$ cat src/rtl/hndshk_tx_scheduler.sv
// Source-side scheduler for one four-phase req/ack CDC channel shared by
// NUM_REQ requesters. Requesters are granted round-robin, the winner's word
// is registered onto cdc_data, and each transfer is bounded by an ack timeout
// whose occurrences are counted (saturating) in timeout_count.
module hndshk_tx_scheduler #(
  parameter int NUM_REQ = 4,
  parameter int DATA_W  = 32,
  parameter int TIMEOUT = 255,
  localparam int ID_W   = $clog2(NUM_REQ),
  localparam int TMR_W  = $clog2(TIMEOUT)
) (
  input  logic                      src_clk,
  input  logic                      src_reset_n,
  input  logic [NUM_REQ-1:0]        req_valid,
  input  logic [NUM_REQ*DATA_W-1:0] req_data,
  output logic [NUM_REQ-1:0]        req_ready,
  output logic                      cdc_req,
  output logic [DATA_W-1:0]         cdc_data,
  input  logic                      cdc_ack,
  output logic                      done_valid,
  output logic [ID_W-1:0]           done_id,
  output logic                      timeout_err,
  output logic [31:0]               timeout_count
);

  typedef enum logic [1:0] {
    S_IDLE   = 2'd0,
    S_REQ_HI = 2'd1,
    S_ACK_LO = 2'd2
  } state_e;

  state_e            state_q, state_d;
  logic [ID_W-1:0]   ptr_q, ptr_d;
  logic [ID_W-1:0]   id_q, id_d;
  logic [TMR_W-1:0]  timer_q, timer_d;
  logic              via_ack_q, via_ack_d;
  logic              cdc_req_d;
  logic [DATA_W-1:0] cdc_data_d;
  logic              done_valid_d;
  logic [ID_W-1:0]   done_id_d;
  logic              timeout_err_d;
  logic              timeout_hit;

  logic [1:0]        ack_sync;
  logic              ack_s;

  logic              win_found;
  logic [ID_W-1:0]   win_idx;
  logic [ID_W-1:0]   arb_cand;

  // Index arithmetic modulo NUM_REQ; off is always below NUM_REQ.
  function automatic logic [ID_W-1:0] wrap_add(input logic [ID_W-1:0] base,
                                               input int unsigned     off);
    int unsigned sum;
    sum = 32'(base) + off;
    if (sum >= NUM_REQ) sum = sum - NUM_REQ;
    return sum[ID_W-1:0];
  endfunction

  // Two-flop synchronizer for the asynchronous ack from the destination.
  // NOTE: every clocked block uses non-blocking (<=) so all flops sample the
  // pre-edge values; blocking here would collapse the two stages into one.
  always_ff @(posedge src_clk or negedge src_reset_n) begin
    if (!src_reset_n) ack_sync <= 2'b00;
    else              ack_sync <= {ack_sync[0], cdc_ack};
  end

  assign ack_s = ack_sync[1];

  // Round-robin search: walk from the highest offset down so the last hit,
  // which survives, is the first asserted requester at or after ptr_q.
  always_comb begin
    win_found = 1'b0;
    win_idx   = '0;
    arb_cand  = '0;
    for (int k = NUM_REQ - 1; k >= 0; k--) begin
      arb_cand = wrap_add(ptr_q, unsigned'(k));
      if (req_valid[arb_cand]) begin
        win_found = 1'b1;
        win_idx   = arb_cand;
      end
    end
  end

  // Next-state and output decode for the handshake FSM.
  // NOTE: every signal is given its hold/idle value before the case so no
  // path leaves one unassigned, which would otherwise infer a latch.
  always_comb begin
    state_d       = state_q;
    ptr_d         = ptr_q;
    id_d          = id_q;
    timer_d       = timer_q;
    via_ack_d     = via_ack_q;
    cdc_req_d     = cdc_req;
    cdc_data_d    = cdc_data;
    done_valid_d  = 1'b0;
    done_id_d     = done_id;
    timeout_err_d = 1'b0;
    timeout_hit   = 1'b0;
    req_ready     = '0;

    unique case (state_q)
      S_IDLE: begin
        // A spurious ack_s here is ignored; only REQ_HI looks at it.
        if (win_found) begin
          req_ready[win_idx] = 1'b1;
          cdc_data_d         = req_data[int'(win_idx) * DATA_W +: DATA_W];
          id_d               = win_idx;
          ptr_d              = wrap_add(win_idx, 1);
          cdc_req_d          = 1'b1;
          timer_d            = '0;
          state_d            = S_REQ_HI;
        end
      end

      S_REQ_HI: begin
        // Ack wins over a timeout expiring in the same cycle.
        if (ack_s) begin
          cdc_req_d = 1'b0;
          via_ack_d = 1'b1;
          timer_d   = '0;
          state_d   = S_ACK_LO;
        end else if (timer_q == TMR_W'(TIMEOUT - 1)) begin
          cdc_req_d     = 1'b0;
          via_ack_d     = 1'b0;
          timeout_err_d = 1'b1;
          timeout_hit   = 1'b1;
          done_id_d     = id_q;
          timer_d       = '0;
          state_d       = S_ACK_LO;
        end else begin
          timer_d = timer_q + 1'b1;
        end
      end

      S_ACK_LO: begin
        // No timeout here: the destination must release ack before reuse.
        if (!ack_s) begin
          state_d = S_IDLE;
          if (via_ack_q) begin
            done_valid_d = 1'b1;
            done_id_d    = id_q;
          end
        end
      end

      default: state_d = S_IDLE;
    endcase
  end

  // FSM state, arbitration pointer and registered channel/status outputs.
  always_ff @(posedge src_clk or negedge src_reset_n) begin
    if (!src_reset_n) begin
      state_q     <= S_IDLE;
      ptr_q       <= '0;
      id_q        <= '0;
      timer_q     <= '0;
      via_ack_q   <= 1'b0;
      cdc_req     <= 1'b0;
      cdc_data    <= '0;
      done_valid  <= 1'b0;
      done_id     <= '0;
      timeout_err <= 1'b0;
    end else begin
      state_q     <= state_d;
      ptr_q       <= ptr_d;
      id_q        <= id_d;
      timer_q     <= timer_d;
      via_ack_q   <= via_ack_d;
      cdc_req     <= cdc_req_d;
      cdc_data    <= cdc_data_d;
      done_valid  <= done_valid_d;
      done_id     <= done_id_d;
      timeout_err <= timeout_err_d;
    end
  end

  // Saturating timeout counter, advanced only when a transfer is aborted.
  always_ff @(posedge src_clk or negedge src_reset_n) begin
    if (!src_reset_n)
      timeout_count <= '0;
    else if (timeout_hit && (timeout_count != 32'hFFFF_FFFF))
      timeout_count <= timeout_count + 32'd1;
  end

endmodule

$ cat config.mk
export PLATFORM = sky130hd
export DESIGN_NAME = hndshk_tx_scheduler
export DESIGN_NICKNAME = d
export VERILOG_FILES = /design/src/rtl/hndshk_tx_scheduler.sv
export SDC_FILE = /design/constraint.sdc
export NUM_CORES = 1
export LEC_CHECK = 0
export CORE_MARGIN = 2
export CORE_UTILIZATION = 36
export CTS_CLUSTER_SIZE = 30
export DETAILED_ROUTE_END_ITERATION = 10
export GPL_TIMING_DRIVEN = 0
export PLACE_DENSITY = 0.68
export SLEW_MARGIN = 20
export SYNTH_ARGS = -nofsm -noshare
export SYNTH_HDL_FRONTEND = slang
export SYNTH_SLANG_ARGS = --single-unit
$ cat constraint.sdc
create_clock -name src_clk -period 3.14 [get_ports src_clk]
set_clock_uncertainty 0.15 [all_clocks]
set_input_delay 0.628 -clock src_clk [delete_from_list [all_inputs] [get_ports src_clk]]
set_output_delay 0.628 -clock src_clk [all_outputs]
set_load 0.005 [all_outputs]
==> impl_metrics.yaml, run 1 <==
logic_synthesis:
  async_flop_share_pct: 100
  synth-edff-count: 0
  synth_area_sq_um: 4820
  synth.avg_cell_area_sq_um: 9.51
  synth.distinct_cells: 46
  syn-instance-count: 507
  synth_seq_cells: 86
  ys.warnings.count: 0
  synth_top_flop_cell: "dfrtp_1"
  synthesis.nets: 645
  ys_seq_area_share_pct: 44.6
drt:
  antenna_left: 0
  drt_iter0_markers: 301
  vias: 4881
  route.detailed.drc: 0
  post_drt_wl_per_cell_microns: 17.3
  dr.pass1.iters: 5
  wl_microns: 15700
  via_per_inst: 5.39
min_path:
  hold_path.class: "input port to asynchronous set/reset pin"
timing:
  hold_viol_final: 0
  setup_violations: 0
  min_period_ns: 2.99
  drv_slew: 0
  setup_tns_ns: 0
  slew_headroom_pct: 53.5
  whs_ns: 0.109
  post-route-period-util_pct: 95.3
  tightest_slew_ns: 0.692
  fmax_mhz: 334
  rsz0062_at_grt: "no"
critical_path:
  critical_path_class: "input port to output pin"
  worstPathArrival_ns: 2.21
  end_kind: "output pin"
  slowest_delay_ns: 0.48
  critPathLaunchType: "input port"
  path_buf_inv: 2
  required_ns: 2.36
  cp_top_family: "buffers and inverters"
  critPathMaxFanout: 6
  slowest_stage: "clkdlybuf4s50_1"
  crit_chain: "clkdlybuf4s15_2, nand2b_1, a211oi_2, nor2_2, nand2_1, nor2_1, clkdlybuf4s50_1"
global_route:
  overflow: 0
  first_global_vias: 4937
  grt_pass1_wl_microns: 25200
  grt_max_degree: 50
  antenna_found_initial: 0
  grtUsageTotal_pct: 22.1
die:
  die_area_sq_um: 14300
  row_count: 42
  start_util_pct: 36.7
  ios: 208
  fp.dieW_microns: 120
  core_area_sq_um: 13100
  fp.dieH_microns: 120
cts:
  clkTransAtPathRegs_ns: 0.06
  cts.sinks: 86
  htreeDepth: 3
  root_buffer: "clkbuf_16"
  clockBufferDepth: 2
  postCtsHoldBufs: 0
  clk_latency_ns: 0.34
  cts_tree: "yes"
  numCtsBuffers: 9
final_layout:
  layout_commonest_cell: "clkdlybuf4s50_1"
  syn2layout_area_growth_pct: 56.2
  final_util_pct: 57.3
  drive_gt1_share_pct: 8.22
  final_cell_mix: "clkdlybuf4s50_1 (199), dfrtp_1 (86), nand3_1 (57)"
  nNetsFinal: 863
  antenna_cells: 0
power:
  p_leak_nw: 3.08
  total_power_mw: 4.95
  p_per_area_nw_per_um2: 657
  ir_drop_uv: 337
run_status:
  outcome: "complete, no violations"
place:
  gp_congestion: 0.846
  dp_hpwl_microns: 12000
  io_buffer_count: 207
run:
  cap_violations: 0
-- metal layers --
layer / GRT usage, % / vias to the layer above / share of wire [%]
met1: 26.3 / 2376 / 41
li1: - / 2317 / -
met3: 6.13 / 20 / 6.4
met2: 38.7 / 168 / 51
met5: 0 / - / 0
met4: 7.13 / 0 / 2.0
-- layout make-up --
cell class                 instances  area (sq um)
multi-input combinational        380          2570
buffer                            32           161
inverter                           5          18.8
tap                              176           220
timing repair buffer             211          2120
clock buffer                      10           239
sequential                        86          2150
fill                            1184          5610
clock inverter                     6          53.8
-- power breakdown --
group / switching [mW] / internal (mW) / leakage (nW)
clock: 0.483 / 0.571 / 0.141
combinational: 1.15 / 1.17 / 1.81
sequential: 0.189 / 1.38 / 1.12
total: 1.82 / 3.13 / 3.08
-- kinds of logic (layout without fill, tap and decap cells) --
group | Yosys count | in the layout | synth area share, %
AND/OR/NAND/NOR | 179 | 179 | 19.1
AO/OA/AOI/OAI | 134 | 134 | 18.9
flip-flops | 86 | 86 | 44.6
buffers and inverters | 41 | 264 | 3.61
multiplexers | 36 | 36 | 7.89
XOR/XNOR | 28 | 28 | 5.09
adder cells (fa/ha/maj) | 3 | 3 | 0.779
-- metrics by stage --
stage	setup slack [ns]	instance area (sq um)	cells
global placement	-1.95	7110	890
detailed placement	-0.719	7140	891
global route	0.0357	7530	906
floorplan	0.644	4820	507
finish	0.149	7530	906
CTS	-0.00636	7490	904
-- flip-flops by register name (all words and copies together), names as in the netlist, 2 cells and up --
register       cells
timeout_count     32
ack_sync           2
id_q               2
done_id            2
ptr_q              2
cdc_data          32
timer_q            8
state_q            2
-- worst register-to-register path: stages, from the launching register on --
cell and delay (ns):
dfrtp_1 0.44, inv_1 0.08, ha_1 0.14, nand4_1 0.15, nor4_1 0.57, and3_1 0.30, buf_2 0.24, nand4_1 0.14
xnor2_1 0.15
-- Yosys cell counts (3+ instances only) --
cell	instances	area, sq um
mux2_1	5	56.3
o2111ai_1	3	26.3
mux2i_1	20	200
nor3_1	9	45.0
nand3_1	57	285
a21oi_1	16	80.1
mux2_2	11	124
a211o_1	20	175
o21ai_0	49	245
and3_1	18	113
buf_2	7	35.0
or2_2	3	18.8
inv_1	5	18.8
clkbuf_1	27	101
xnor2_1	27	236
o31ai_1	4	30.0
and2_1	3	18.8
dfrtp_1	86	2150
and4_1	3	26.3
ha_1	3	37.5
nand2b_1	4	25.0
nor2b_1	4	25.0
a221o_1	12	120
nand4_1	10	62.6
nand2_1	42	158
o211ai_1	20	150
nor2_1	16	60.1
-- timing repair --
item,CTS,global route
endpoints found under the setup margin,4,3
buffers inserted,1,2
pin swaps,3,3
resized for setup,26,10
-- final timing paths --
check | start | endpoint | slack, ns | depth (start not counted)
worst min-delay path | src_reset_n | cdc_data[5]$_DFFE_PN0P_ | 0.11 | 1
worst max-delay path | req_valid[3] | req_ready[2] | 0.15 | 7
worst max register to register | timer_q[0]$_DFFE_PN0P_ | timeout_count[19]$_DFFE_PN0P_ | 0.67 | 8
worst min register to register | ack_sync[0]$_DFF_PN0_ | ack_sync[1]$_DFF_PN0_ | 0.20 | 0
max in group asynchronous | src_reset_n | cdc_data[17]$_DFFE_PN0P_ | 2.11 | 2
min in group src_clk | ack_sync[0]$_DFF_PN0_ | ack_sync[1]$_DFF_PN0_ | 0.20 | 0
Power figures use the tool's default switching activity.
==> inputs of run 2 (changes only) <==
--- a/config.mk
+++ b/config.mk
@@ -11,7 +11,7 @@
 export DETAILED_ROUTE_END_ITERATION = 10
 export GPL_TIMING_DRIVEN = 0
 export PLACE_DENSITY = 0.68
-export SLEW_MARGIN = 20
 export SYNTH_ARGS = -nofsm -noshare
 export SYNTH_HDL_FRONTEND = slang
 export SYNTH_SLANG_ARGS = --single-unit
+export TNS_END_PERCENT = 50
==> results of run 2 <==
Same layout as run 1: the final DEF is identical, and so are final timing and power.
